--- src/rtl/spi_master.sv ---
// spi_master: mode-0 SPI initiator with a valid/ready word interface.
// Frames of several words keep negss low; sclk is divided down from clk.
module spi_master #(
   parameter int WIDTH   = 8,
   parameter int CLK_DIV = 4
) (
   input  logic             clk,
   input  logic             negrst,
   input  logic [WIDTH-1:0] tx_data,
   input  logic             tx_valid,
   input  logic             tx_last,
   output logic             tx_ready,
   output logic [WIDTH-1:0] rx_data,
   output logic             rx_valid,
   output logic             busy,
   output logic             sclk,
   output logic             mosi,
   input  logic             miso,
   output logic             negss
);

   localparam int CW = $clog2(CLK_DIV + 1);
   localparam int BW = $clog2(WIDTH + 1);

   typedef enum logic [2:0] {
      IDLE, SETUP, HIGH, LOW, HOLD, END, GAP
   } state_t;

   state_t           state;
   logic [CW-1:0]    cnt;
   logic [BW-1:0]    bitcnt;
   logic [WIDTH-2:0] txsh;
   logic [WIDTH-1:0] rxsh;
   logic             last;
   logic             accept;
   logic             div_done;
   logic             last_bit;

   assign accept   = tx_valid & tx_ready;
   assign div_done = (cnt == CW'(CLK_DIV));
   assign last_bit = (bitcnt == BW'(WIDTH));

   // Sequencer: every phase lasts CLK_DIV cycles, all outputs registered.
   always_ff @(posedge clk or negedge negrst) begin
      if (!negrst) begin
         state    <= IDLE;
         cnt      <= '0;
         bitcnt   <= '0;
         txsh     <= '0;
         rxsh     <= '0;
         last     <= 1'b0;
         sclk     <= 1'b0;
         mosi     <= 1'b0;
         negss    <= 1'b1;
         tx_ready <= 1'b1;
         rx_valid <= 1'b0;
         rx_data  <= '0;
         busy     <= 1'b0;
      end else begin
         rx_valid <= 1'b0;
         case (state)
            IDLE, HOLD: begin
               if (accept) begin
                  txsh     <= tx_data[WIDTH-2:0];
                  last     <= tx_last;
                  mosi     <= tx_data[WIDTH-1];
                  negss    <= 1'b0;
                  sclk     <= 1'b0;
                  tx_ready <= 1'b0;
                  busy     <= 1'b1;
                  bitcnt   <= '0;
                  cnt      <= CW'(1);
                  state    <= SETUP;
               end
            end
            SETUP, LOW: begin
               if (div_done) begin
                  sclk   <= 1'b1;
                  rxsh   <= {rxsh[WIDTH-2:0], miso};
                  bitcnt <= bitcnt + BW'(1);
                  cnt    <= CW'(1);
                  state  <= HIGH;
               end else begin
                  cnt <= cnt + CW'(1);
               end
            end
            HIGH: begin
               if (div_done) begin
                  sclk <= 1'b0;
                  cnt  <= CW'(1);
                  if (last_bit) begin
                     rx_data  <= rxsh;
                     rx_valid <= 1'b1;
                     if (last) begin
                        state <= END;
                     end else begin
                        tx_ready <= 1'b1;
                        state    <= HOLD;
                     end
                  end else begin
                     mosi  <= txsh[WIDTH-2];
                     txsh  <= txsh << 1;
                     state <= LOW;
                  end
               end else begin
                  cnt <= cnt + CW'(1);
               end
            end
            END: begin
               if (div_done) begin
                  negss <= 1'b1;
                  cnt   <= CW'(1);
                  state <= GAP;
               end else begin
                  cnt <= cnt + CW'(1);
               end
            end
            GAP: begin
               if (div_done) begin
                  tx_ready <= 1'b1;
                  busy     <= 1'b0;
                  cnt      <= '0;
                  state    <= IDLE;
               end else begin
                  cnt <= cnt + CW'(1);
               end
            end
            default: state <= IDLE;
         endcase
      end
   end

endmodule

--- config.mk ---
export PLATFORM = sky130hd
export DESIGN_NAME = spi_master
export DESIGN_NICKNAME = d
export VERILOG_FILES = /design/src/rtl/spi_master.sv
export SDC_FILE = /design/constraint.sdc
export NUM_CORES = 1
export LEC_CHECK = 0
export CAP_MARGIN = 20
export CORE_UTILIZATION = 54
export DETAILED_ROUTE_END_ITERATION = 12
export PLACE_DENSITY = 0.79
export SLEW_MARGIN = 15
export SYNTH_ARGS = -nofsm -noshare
export SYNTH_HDL_FRONTEND = slang
export SYNTH_SLANG_ARGS = --single-unit
--- constraint.sdc ---
create_clock -name clk -period 2.4 [get_ports clk]
set_input_delay 0.24 -clock clk [delete_from_list [all_inputs] [get_ports clk]]
set_output_delay 0.24 -clock clk [all_outputs]
set_load 0.01 [all_outputs]
=== Word level (Yosys, flattened, before mapping) ===
Cells that the tools add are included.

* Reduce and logical (&&, ||, !) cells: 22
* Bitwise gates (word level): 1
* Add/sub/neg operators: 2
* Eq/ne operators: 16
* Multiplexer cells: 36

{| class="wikitable"
|+ Operators with widths
! operator !! count
|-
| 3-bit 2-to-1 mux || 8
|-
| 7-bit 2-to-1 mux || 3
|-
| 2-bit != test, second input constant || 8
|-
| 3-bit case mux with 5 select lines || 1
|-
| 1-bit 2-to-1 mux || 14
|-
| 7-bit case mux with 2 select lines || 1
|-
| 3-bit equality test, second input constant || 4
|-
| 3-bit AND reduction || 4
|-
| 3-bit case mux with 3 select lines || 1
|-
| 3-bit nonzero test || 3
|-
| 4-bit 2-to-1 mux || 2
|-
| 4-bit case mux with 2 select lines || 1
|-
| 4-bit AND reduction || 2
|-
| 2-bit nonzero test || 4
|-
| 3-bit by 2-bit equality test with 1-bit output, second input constant || 2
|-
| 1-bit case mux with 2 select lines || 3
|-
| 1-bit case mux with 3 select lines || 2
|-
| 2-bit AND reduction || 3
|-
| 6-bit AND reduction || 1
|-
| 5-bit AND reduction || 1
|-
| 4-bit by 1-bit adder with 4-bit output, second input constant || 1
|-
| 4-bit equality test, second input constant || 1
|-
| 2-bit OR reduction || 2
|-
| 4-bit OR reduction || 1
|-
| other kinds (4) || 4
|}

* Bits in registers: 40
* Input bits: 13
* Logic and storage cells: 90

=== Logic depth before layout (Yosys ltp) ===
Gate-level depths: netlist (run 1).

* Depth after elaboration: 4
* Mapped depth: 7
* Mapped depth without buffers: 5

=== Worst setup path before layout (run 1) ===
No wires, ideal clock.

* Kind: register -> register
* Start point: reg cnt[0]
* End point: reg bitcnt[1]
* Cell stages (with the launch flop): 8
* Data required time: 2,279 ps
* Arrival time: 1,610 ps
* Library setup time: 121 ps
* Slack: 669 ps
* Cells stage by stage: dfrtp_1 -> inv_1 -> ha_1 -> buf_2 -> and3b_1 -> buf_2 -> mux2_1 -> a22o_1

* Longest elaborated chain between the ends: 3

{| class="wikitable"
|+ RTL lines
! item !! line !! RTL
|-
| from (decl) || 30 || <nowiki>logic [CW-1:0] cnt;</nowiki>
|-
| from (signal assigned) || 84 || <nowiki>cnt <= cnt + CW'(1);</nowiki>
|-
| from (signal assigned) || 106 || <nowiki>cnt <= cnt + CW'(1);</nowiki>
|-
| from (signal assigned) || 115 || <nowiki>cnt <= cnt + CW'(1);</nowiki>
|-
| 3-bit equality test || 40 || <nowiki>assign div_done = (cnt == CW'(CLK_DIV));</nowiki>
|-
| 2-bit != test (no line) || -- ||
|-
| 3-bit AND reduction (no line) || -- ||
|-
| to (signal assigned) || 80 || <nowiki>bitcnt <= bitcnt + BW'(1);</nowiki>
|-
| to (decl) || 31 || <nowiki>logic [BW-1:0] bitcnt;</nowiki>
|}

No other way between the ends.
A chain may end at the register's enable or synchronous reset.

=== Final worst setup path (run 1) ===
* Start point: reg cnt[0]
* End point: reg rx_data[2]

* Longest elaborated chain between the ends: 2

{| class="wikitable"
|+ RTL lines
! item !! line !! RTL
|-
| 3-bit equality test || 40 ||
|-
| 3-bit AND reduction (no line) || -- ||
|-
| to (signal assigned) || 92 || <nowiki>rx_data <= rxsh;</nowiki>
|-
| to (decl) || 13 || <nowiki>output logic [WIDTH-1:0] rx_data,</nowiki>
|}

No other way between the ends.

==> results of run 1 <==
registers in the layout, summed over array words and instances, names as in the netlist, 3 cells and up:
register and cells:
txsh 7, state 3, rx_data 8, cnt 3, bitcnt 4, rxsh 8
layout make-up:
| class | instances | area, um2 | share of cell area |
|---|---|---|---|
| sequential | 40 | 1003 | 0.4475 |
| multi-input combinational | 101 | 834.6 | 0.3722 |
| timing repair buffer | 27 | 262.8 | 0.1172 |
| tap | 46 | 57.56 | 0.02567 |
| clock buffer | 6 | 41.29 | 0.01842 |
| inverter | 8 | 30.03 | 0.01339 |
| clock inverter | 2 | 12.51 | 0.005580 |
synth_stat cells, types with 2 or more instances:
| master | instances | area (um2) |
|---|---|---|
| a21o_1 | 2 | 15.01 |
| a31o_2 | 2 | 17.52 |
| mux2_2 | 16 | 180.2 |
| dfstp_2 | 2 | 52.55 |
| a211oi_1 | 3 | 22.52 |
| o21ai_0 | 5 | 25.02 |
| inv_1 | 8 | 30.03 |
| buf_2 | 6 | 30.03 |
| a221o_1 | 7 | 70.07 |
| nand3_1 | 4 | 20.02 |
| a2bb2oi_1 | 2 | 17.52 |
| nand2_1 | 7 | 26.28 |
| clkbuf_1 | 2 | 7.510 |
| a31oi_1 | 2 | 12.51 |
| dfrtp_1 | 38 | 950.9 |
| and2_1 | 7 | 43.79 |
| ha_1 | 4 | 50.05 |
| and3b_1 | 4 | 35.03 |
| a22o_1 | 2 | 17.52 |
| a21oi_1 | 6 | 30.03 |
| nor2_1 | 2 | 7.510 |
worst max-delay path by stage:
stage / startpoint / to / depth (start not counted)
after floorplan: cnt[0]$_DFFE_PN0P_ / bitcnt[1]$_DFFE_PN0P_ / 7
after global placement: cnt[0]$_DFFE_PN0P_ / rx_data[5]$_DFFE_PN0P_ / 5
after detailed placement: cnt[0]$_DFFE_PN0P_ / rx_data[7]$_DFFE_PN0P_ / 5
after CTS: cnt[0]$_DFFE_PN0P_ / rx_data[7]$_DFFE_PN0P_ / 5
after global routing: cnt[0]$_DFFE_PN0P_ / rx_data[2]$_DFFE_PN0P_ / 5
final: cnt[0]$_DFFE_PN0P_ / rx_data[2]$_DFFE_PN0P_ / 5
through the flow:
stage               power, mW    util
floorplan               1.628       -
detailed placement      1.831  0.6507
CTS                     2.162  0.6667
global route            2.303  0.6667
finish                  2.150  0.6667
global placement        1.778  0.6507
logic make-up (layout without fill, tap and decap cells):
logic type               Yosys count  in the layout  synth area share
flip-flops                        40             40            0.5245
AO/OA/AOI/OAI                     39             39            0.1537
AND/OR/NAND/NOR                   39             39            0.1465
multiplexers                      18             18            0.1053
buffers and inverters             17             43           0.03925
adder cells (fa/ha/maj)            4              4           0.02616
XOR/XNOR                           1              1          0.004579
cells in the final DEF, fill, tap and decap left out, types with 3 or more instances in the layout:
| cell | netlist | routed |
|---|---|---|
| nand2_1 | 7 | 7 |
| inv_1 | 8 | 8 |
| a211oi_1 | 3 | 3 |
| o21ai_0 | 5 | 5 |
| a21oi_1 | 6 | 6 |
| nand3_1 | 4 | 4 |
| ha_1 | 4 | 4 |
| mux2_2 | 16 | 16 |
| and2_1 | 7 | 7 |
| and3b_1 | 4 | 4 |
| clkdlybuf4s50_1 | 0 | 25 |
| clkbuf_4 | 0 | 5 |
| a221o_1 | 7 | 7 |
| dfrtp_1 | 38 | 38 |
routing by layer:
layer / GRT usage / vias to the layer above
li1: - / 631
met1: 0.3063 / 670
met2: 0.3272 / 43
met3: 0.05042 / 6
met4: 0.08571 / 0
met5: 0 / -
power by group through the flow:
stage	Combinational (mW)	Sequential (mW)	Clock, mW
5_1_grt	0.775	1.16	0.368
4_1_cts	0.703	1.12	0.341
3_3_place_gp	0.667	1.11	0
3_5_place_dp	0.699	1.13	0
2_1_floorplan	0.595	1.03	0
6_report	0.697	1.12	0.330
==> flow_summary.ini, run 1 <==
[timing]
fin_setup_tns_ns = 0
skew_ns = 0.01175
fmax_mhz = 501.6
final-setup-viol-count = 0
whs_ns = -0.008302
relSlewSlack = 0.4258
drv_slew = 0
hold_viol = 8
fin_ws_ns = 0.4066
tightestPinTransition_ns = 0.8614
rsz0062_at_grt = false
period_minus_slack_ns = 1.993
finalCritPeriodShare = 0.8306

[clocking]
clock_latency_ns = 0.35
clkTransAtPathRegs_ns = 0.12
cts_resized = 0
numCtsBuffers = 5
htreeDepth = 2
root_buffer = clkbuf_4
clkSinkCount = 40
cts_tree = yes
clk_path_buf_depth = 2
cts_setup_buffers = 0
cts_hold_buf = 0

[floorplanning]
fp-row-count = 21
die_area_um2 = 3785
dieHeight_um = 61.52
die_w_um = 61.52
num_io_pins = 27
initial_core_util = 0.5688
coreArea_um2 = 3363

[synth]
ys_seq_area_frac = 0.5245
syn_nets = 175
syn_area_per_cell_um2 = 12.11
yosysWarnings = 0
syn_area_um2 = 1913
synth_edf_count = 0
yosys_most_used_dff = dfrtp_1
synth_cells = 158
ys_ff_latch = 40
async_flop_share = 1.000
synth_cell_types = 48

[routing]
met2RoutedLength_um = 1695
wirelength_um = 3559
ant_nets = 0
avgRoutedWirePerCell_um = 15.47
routed_via_density = 5.870
highest_layer = met4
drc = 0
vias = 1350
dr_wl_met3_um = 180
met1_length_um = 1629
drt_iter0_markers = 41
firstDrtPassIters = 4

[pwr]
leakage_nw = 1.033
p_clk_frac = 0.153
swShare = 0.3456
p_per_area_nw_per_um2 = 958.7
irDropWorstVdd_mv = 0.5748
p_int_mw = 1.407
p_comb_frac = 0.324
pwr-share-seq = 0.522
switchingPower_uw = 743.0

[worst_setup_path]
r2r_cells = 5
worst-path-max-fanout = 9
path_cells = inv_1 > ha_1 > nand4b_4 > nor3_4 > mux2_2
cp.arrival_ns = 2.23
worstReg2RegStart = cnt[0]$_DFFE_PN0P_
crit_buf_inv = 1
max_stage_delay_ns = 0.43
path_class = register to register
r2r-end = rx_data[2]$_DFFE_PN0P_
critPathSlowestCell = dfrtp_1
cp-end-kind = register
critPathTopFamily = simple AND/OR/NAND/NOR gates
cp_data_required_time_ns = 2.63
r2r_setup_slack_ns = 0.41
start_kind = register

[placement]
pre_cts_slack_ns = 0.3892
placed_cells = 222
io_buffers = 26
dpl_cell_area_um2 = 2188
hpwl_um = 2477
gp_congestion = 0.8194

[global_route]
grt_overflow_total = 0
antenna_found_initial = 0
grt_pass1_vias = 1253
globalRouteTotalUtil = 0.2174
grt_pass1_wl_um = 5837
grt_max_degree = 41

[cells_and_area]
diodes = 0
fin_area_um2 = 2242
finalNetCount = 200
nFillCells = 269
instances_no_fill = 230
syn_to_final_growth_pct = 17.20
layout-drive-gt1-share = 0.1793

[worst_hold_path]
hp-class = input port to asynchronous set/reset pin

[run]
drv_cap = 0

[outcome]
violations = hold timing
outcome = finished, violations left
No activity file was read; power rests on OpenSTA's default activity.
==> run 2: changes to the inputs <==
--- a/config.mk
+++ b/config.mk
@@ -6,9 +6,9 @@
 export NUM_CORES = 1
 export LEC_CHECK = 0
 export CAP_MARGIN = 20
-export CORE_UTILIZATION = 54
+export CORE_UTILIZATION = 48
 export DETAILED_ROUTE_END_ITERATION = 12
-export PLACE_DENSITY = 0.79
+export PLACE_DENSITY = 0.74
 export SLEW_MARGIN = 15
 export SYNTH_ARGS = -nofsm -noshare
 export SYNTH_HDL_FRONTEND = slang
==> constraint.sdc (replaced) <==
create_clock -name clk -period 1.8 [get_ports clk]
set_input_delay 0.18 -clock clk [delete_from_list [all_inputs] [get_ports clk]]
set_output_delay 0.18 -clock clk [all_outputs]
set_load 0.01 [all_outputs]
==> run 2 against run 1 <==
Against the previous run: the flow now finishes without violations; first-iteration DRC count increased by 110%; wire length increased by 8.0%; largest power group unchanged; fmax increased by 15%; total power increased by 50%; clock power increased by 71%; worst setup slack got worse by 0.33 ns.
==> flow_summary.ini, run 2 (synthesis gave the netlist of run 1 again) <==
[outcome]
outcome = completed

[placement]
hpwl_um = 2634
placed_cells = 235
io_buffers = 26
gp_congestion = 0.8899
dpl_cell_area_um2 = 2286

[timing]
drv_slew = 0
whs_ns = 0.4439
finalCritPeriodShare = 0.9601
hold_viol = 0
relSlewSlack = 0.6412
final-setup-viol-count = 0
fin_setup_tns_ns = 0
period_minus_slack_ns = 1.728
skew_ns = 0.005864
fmax_mhz = 578.7
tightestPinTransition_ns = 0.5309

[routing]
met1_length_um = 1652
ant_nets = 0
vias = 1420
avgRoutedWirePerCell_um = 15.43
drc = 0
wirelength_um = 3843
dr_wl_met3_um = 201
met2RoutedLength_um = 1962
routed_via_density = 5.703
highest_layer = met4
firstDrtPassIters = 4
drt_iter0_markers = 86

[worst_setup_path]
start_kind = register
critPathSlowestCell = dfrtp_1
r2r-end = rx_data[7]$_DFFE_PN0P_
cp_data_required_time_ns = 1.97
critPathLaunch = bitcnt[0]$_DFFE_PN0P_
path_class = register to register
path_cells = inv_1 > ha_2 > nand3b_1 > nor3_4 > buf_12 > mux2_2
max_stage_delay_ns = 0.42
worstReg2RegStart = bitcnt[0]$_DFFE_PN0P_
cp-end-kind = register
r2r_setup_slack_ns = 0.07
critPathCapture = rx_data[7]$_DFFE_PN0P_
cp.arrival_ns = 1.90
worst-path-max-fanout = 9
r2r_cells = 6

[pwr]
pwr-share-seq = 0.442
irDropWorstVdd_mv = 0.7432
leakage_nw = 1.129
p_clk_frac = 0.175
total_power_mw = 3.224
swShare = 0.3326
p_comb_frac = 0.383
switchingPower_mw = 1.072
p_per_area_nw_per_um2 = 1324
p_int_mw = 2.151

[floorplanning]
dieHeight_um = 65.13
coreArea_um2 = 3744
die_area_um2 = 4242
fp-row-count = 22
die_w_um = 65.13
initial_core_util = 0.5110
num_io_pins = 27

[run]
drv_cap = 0

[worst_hold_path]
hp-class = input port to register
min_path_cells = 3

[cells_and_area]
syn_to_final_growth_pct = 27.27
layout-drive-gt1-share = 0.2637
fin_area_um2 = 2435
finalNetCount = 217
final_cell_mix = 38 x dfrtp_1, 25 x clkdlybuf4s50_1, 16 x mux2_2, 16 x buf_4
instances_no_fill = 249
multi_input_comb_area_um2 = 850.8
diodes = 0
top_regs = rx_data (8), rxsh (8), txsh (7)
nFillCells = 310
mostFrequentLayoutCell = dfrtp_1
regArea_um2 = 1003

[clocking]
clkTransAtPathRegs_ns = 0.08
clk_path_buf_depth = 2
root_buffer = clkbuf_8
htreeDepth = 2
cts_tree = yes
clock_latency_ns = 0.28
clkSinkCount = 40
numCtsBuffers = 5

[global_route]
antenna_found_initial = 0
grt_pass1_wl_um = 6341
globalRouteTotalUtil = 0.1962
grt_max_degree = 41
grt_pass1_vias = 1353
grt_overflow_total = 0
run 2: worst min path at each step:
| stage | start | to | slack [ns] |
|---|---|---|---|
| floorplan | negrst | bitcnt[0]$_DFFE_PN0P_ | -0.12 |
| global placement | negrst | sclk$_DFFE_PN0P_ | 0.25 |
| detailed placement | negrst | sclk$_DFFE_PN0P_ | 0.26 |
| CTS | tx_last | last$_DFFE_PN0P_ | 0.45 |
| global route | tx_last | last$_DFFE_PN0P_ | 0.46 |
| finish | tx_last | last$_DFFE_PN0P_ | 0.44 |
run 2: area by class of cell:
cell class                 instances  area share
multi-input combinational        101      0.3494
timing repair buffer              44      0.1665
clock buffer                       6     0.02980
tap                               48     0.02467
clock inverter                     2    0.005139
inverter                           8     0.01233
sequential                        40      0.4121
run 2: critical path: cells and delay by family (launching register included):
family / cells / cell delay [ns]
flops: 1 / 0.42
fa+ha+maj: 1 / 0.21
buf+inv: 2 / 0.26
simple gates: 2 / 0.38
mux: 1 / 0.34
run 2: through the flow:
step	setup WS (ns)	util
after floorplan	0.06887	-
after global placement	0.09758	0.6106
after detailed placement	0.006403	0.6106
after CTS	0.008056	0.6360
after global routing	-0.02594	0.6504
final	0.07185	0.6504
run 2: repair_timing:
item	in CTS	in global routing
hold buffers	1	0
resized for setup	0	5
setup buffers	0	5
endpoints found under the hold margin	38	0
endpoints found under the setup margin	0	19
run 2: power by group through the flow:
stage / clock [mW] / sequential (mW) / combinational [mW]
detailed placement: 0 / 1.44 / 1.09
global route: 0.611 / 1.47 / 1.36
floorplan: 0 / 1.38 / 0.793
global placement: 0 / 1.41 / 1.04
finish: 0.563 / 1.43 / 1.23
CTS: 0.580 / 1.43 / 1.10
run 2: metal layers:
layer / track usage / vias up
li1: - / 666
met1: 0.2572 / 709
met2: 0.3294 / 41
met3: 0.05208 / 4
met4: 0.03804 / 0
met5: 0 / -
==> run 3: changes to the inputs <==
--- a/config.mk
+++ b/config.mk
@@ -5,6 +5,7 @@
 export SDC_FILE = /design/constraint.sdc
 export NUM_CORES = 1
 export LEC_CHECK = 0
+export ABC_AREA = 1
 export CAP_MARGIN = 20
 export CORE_UTILIZATION = 48
 export DETAILED_ROUTE_END_ITERATION = 12
==> run 3 against run 2 <==
Against the previous run: clock-buffer cell count up 1; synthesized cell count grew 54%; worst setup slack better by 0.14 ns.
==> flow_summary.ini, run 3 <==
[placement]
placed_cells = 321
gp_congestion = 0.8735
hpwl_um = 2800
io_buffers = 26

[global_route]
grt_pass1_vias = 1572
globalRouteTotalUtil = 0.2145
grt_overflow_total = 0
antenna_found_initial = 0
grt_pass1_wl_um = 6975
grt_max_degree = 23

[routing]
met2RoutedLength_um = 1773
firstDrtPassIters = 4
highest_layer = met4
wirelength_um = 3935
vias = 1650
drc = 0
avgRoutedWirePerCell_um = 11.92
ant_nets = 0
met1_length_um = 1974
routed_via_density = 5.000
dr_wl_met3_um = 143
drt_iter0_markers = 90

[worst_setup_path]
path_class = register to register
cp_data_required_time_ns = 1.98
critPathSlowestCell = dfrtp_1
critPathTopFamily = simple AND/OR/NAND/NOR gates
path_cells = inv_1 > ha_1 > nand3_1 > nor2_2 > nand2_1 > buf_4 > nand2_1 > o21ai_1
max_stage_delay_ns = 0.40
cp-end-kind = register
start_kind = register
crit_top_cell = nand2_1
cp.arrival_ns = 1.76
worst-path-max-fanout = 16
crit_buf_inv = 2

[cells_and_area]
finalNetCount = 298
mostFrequentLayoutCell = nand2_1
syn_to_final_growth_pct = 24.21
diodes = 0
final_cell_mix = 90 x nand2_1, 38 x dfrtp_1, 25 x clkdlybuf4s50_1, 22 x inv_1, 21 x nand3_1
top_regs = rx_data (8), rxsh (8), txsh (7)
layout-drive-gt1-share = 0.1099
instances_no_fill = 330

[clocking]
clkTransAtPathRegs_ns = 0.08
root_buffer = clkbuf_8
cts_setup_buffers = 0
htreeDepth = 2
clk_path_buf_depth = 2
numCtsBuffers = 5
clock_latency_ns = 0.29
cts_resized = 0
cts_tree = yes
clkSinkCount = 40

[timing]
fin_setup_tns_ns = 0
period_minus_slack_ns = 1.583
relSlewSlack = 0.6847
drv_slew = 0
finalCritPeriodShare = 0.8797
rsz0062_at_grt = false
fmax_mhz = 631.6
hold_viol = 0
tightestPinTransition_ns = 0.4729
final-setup-viol-count = 0
skew_ns = 0.006059

[synth]
synth_top_area_cell = dfrtp_1
yosysTopAreaCellShare = 0.4932
synth.most_common_cell = nand2_1
synth_cells = 243
syn_nets = 260
yosys_most_used_dff = dfrtp_1
synth_cell_types = 22
ys_seq_area_frac = 0.5204
async_flop_share = 1.000
syn_area_um2 = 1928
yosysWarnings = 0
synth_edf_count = 0
ys_ff_latch = 40
syn_area_per_cell_um2 = 7.935
synth_area_leaders = dfrtp_1 49%, nand2_1 18%, nand3_1 5.5%
synthTopCellsByCount = 90 x nand2_1, 38 x dfrtp_1, 22 x inv_1

[outcome]
outcome = completed

[floorplanning]
initial_core_util = 0.5150
die_area_um2 = 4275
die_w_um = 65.38
fp-row-count = 22
coreArea_um2 = 3744
dieHeight_um = 65.38
num_io_pins = 27

[pwr]
irDropWorstVdd_mv = 0.5122
p_per_area_nw_per_um2 = 664.4
leakage_nw = 1.283

[worst_hold_path]
hp-class = input port to asynchronous set/reset pin

[run]
drv_cap = 0
## run 3: cell types whose count changed after synthesis, sizes merged, moves of 3 or more
| cell | delta |
|---|---|
| a21oi | -5 |
| inv | +19 |
| nand2 | +85 |
| nor2 | +18 |
| o21ai | +24 |
| buf | -4 |
| and3b | -4 |
| a221o | -7 |
| nand3 | +18 |
| and2 | -7 |
| mux2 | -17 |
| a211oi | -3 |
## run 3: worst paths after layout
kind | startpoint | endpoint | slack, ns | cells after the start
max reg2reg | bitcnt[0]$_DFFE_PN0P_ | rx_data[6]$_DFFE_PN0P_ | 0.22 | 8
max | bitcnt[0]$_DFFE_PN0P_ | rx_data[6]$_DFFE_PN0P_ | 0.22 | 8
max in group asynchronous | negrst | txsh[0]$_DFFE_PN0P_ | 0.95 | 3
min reg2reg | tx_ready$_DFFE_PN1P_ | tx_ready$_DFFE_PN1P_ | 0.47 | 2
min in group clk | miso | rxsh[0]$_DFFE_PN0P_ | 0.44 | 3
min | negrst | sclk$_DFFE_PN0P_ | 0.37 | 2
## run 3: timing repair
item                                    CTS  global route
endpoints found under the setup margin    0             0
hold buffers                              1             0
hold endpoints to repair                 16             0
## run 3: power breakdown
| part | switching (mW) | internal (mW) | leakage (nW) |
|---|---|---|---|
| combinational | 0.0275 | 0.0309 | 0.740 |
| clock | 0.313 | 0.312 | 0.0445 |
| sequential | 0.00350 | 0.905 | 0.498 |
## run 3: metrics by stage
step | instance area, um2 | worst slack, ns | power, mW | util | hold WS, ns
after floorplan | 1928 | 0.3647 | 0.9338 | - | -0.1156
after global placement | 2291 | 0.3020 | 0.9835 | 0.6120 | 0.1503
after detailed placement | 2291 | 0.2217 | 0.9846 | 0.6120 | 0.1669
after CTS | 2395 | 0.1988 | 1.604 | 0.6397 | 0.3869
after global routing | 2395 | 0.09563 | 1.646 | 0.6397 | 0.4221
final | 2395 | 0.2166 | 1.591 | 0.6397 | 0.3744
## run 3: cell type report
type	count	area [um2]
Clock inverter	1	7.507
Tap cell	48	60.06
Inverter	27	101.3
Timing Repair Buffer	34	330.3
Sequential cell	40	1003
Multi-Input combinational cell	173	805.8
Clock buffer	7	86.33
Fill cell	343	1349
## run 3: per-layer routing
metal | vias up | global-route usage
met5 | - | 0
met1 | 762 | 0.2949
met4 | 0 | 0.08152
met3 | 6 | 0.04340
met2 | 36 | 0.3338
li1 | 846 | -
## run 3: logic make-up (layout without fill, tap and decap cells)
group,Yosys count,after routing,synth area share
xor gates and xnor gates,2,2,0.009087
and+or+nand+nor,135,135,0.2979
AOI/OAI and AO/OA,32,32,0.08501
DFF,40,40,0.5204
adders and majority gates,4,4,0.02596
buffers and inverters,30,69,0.06165
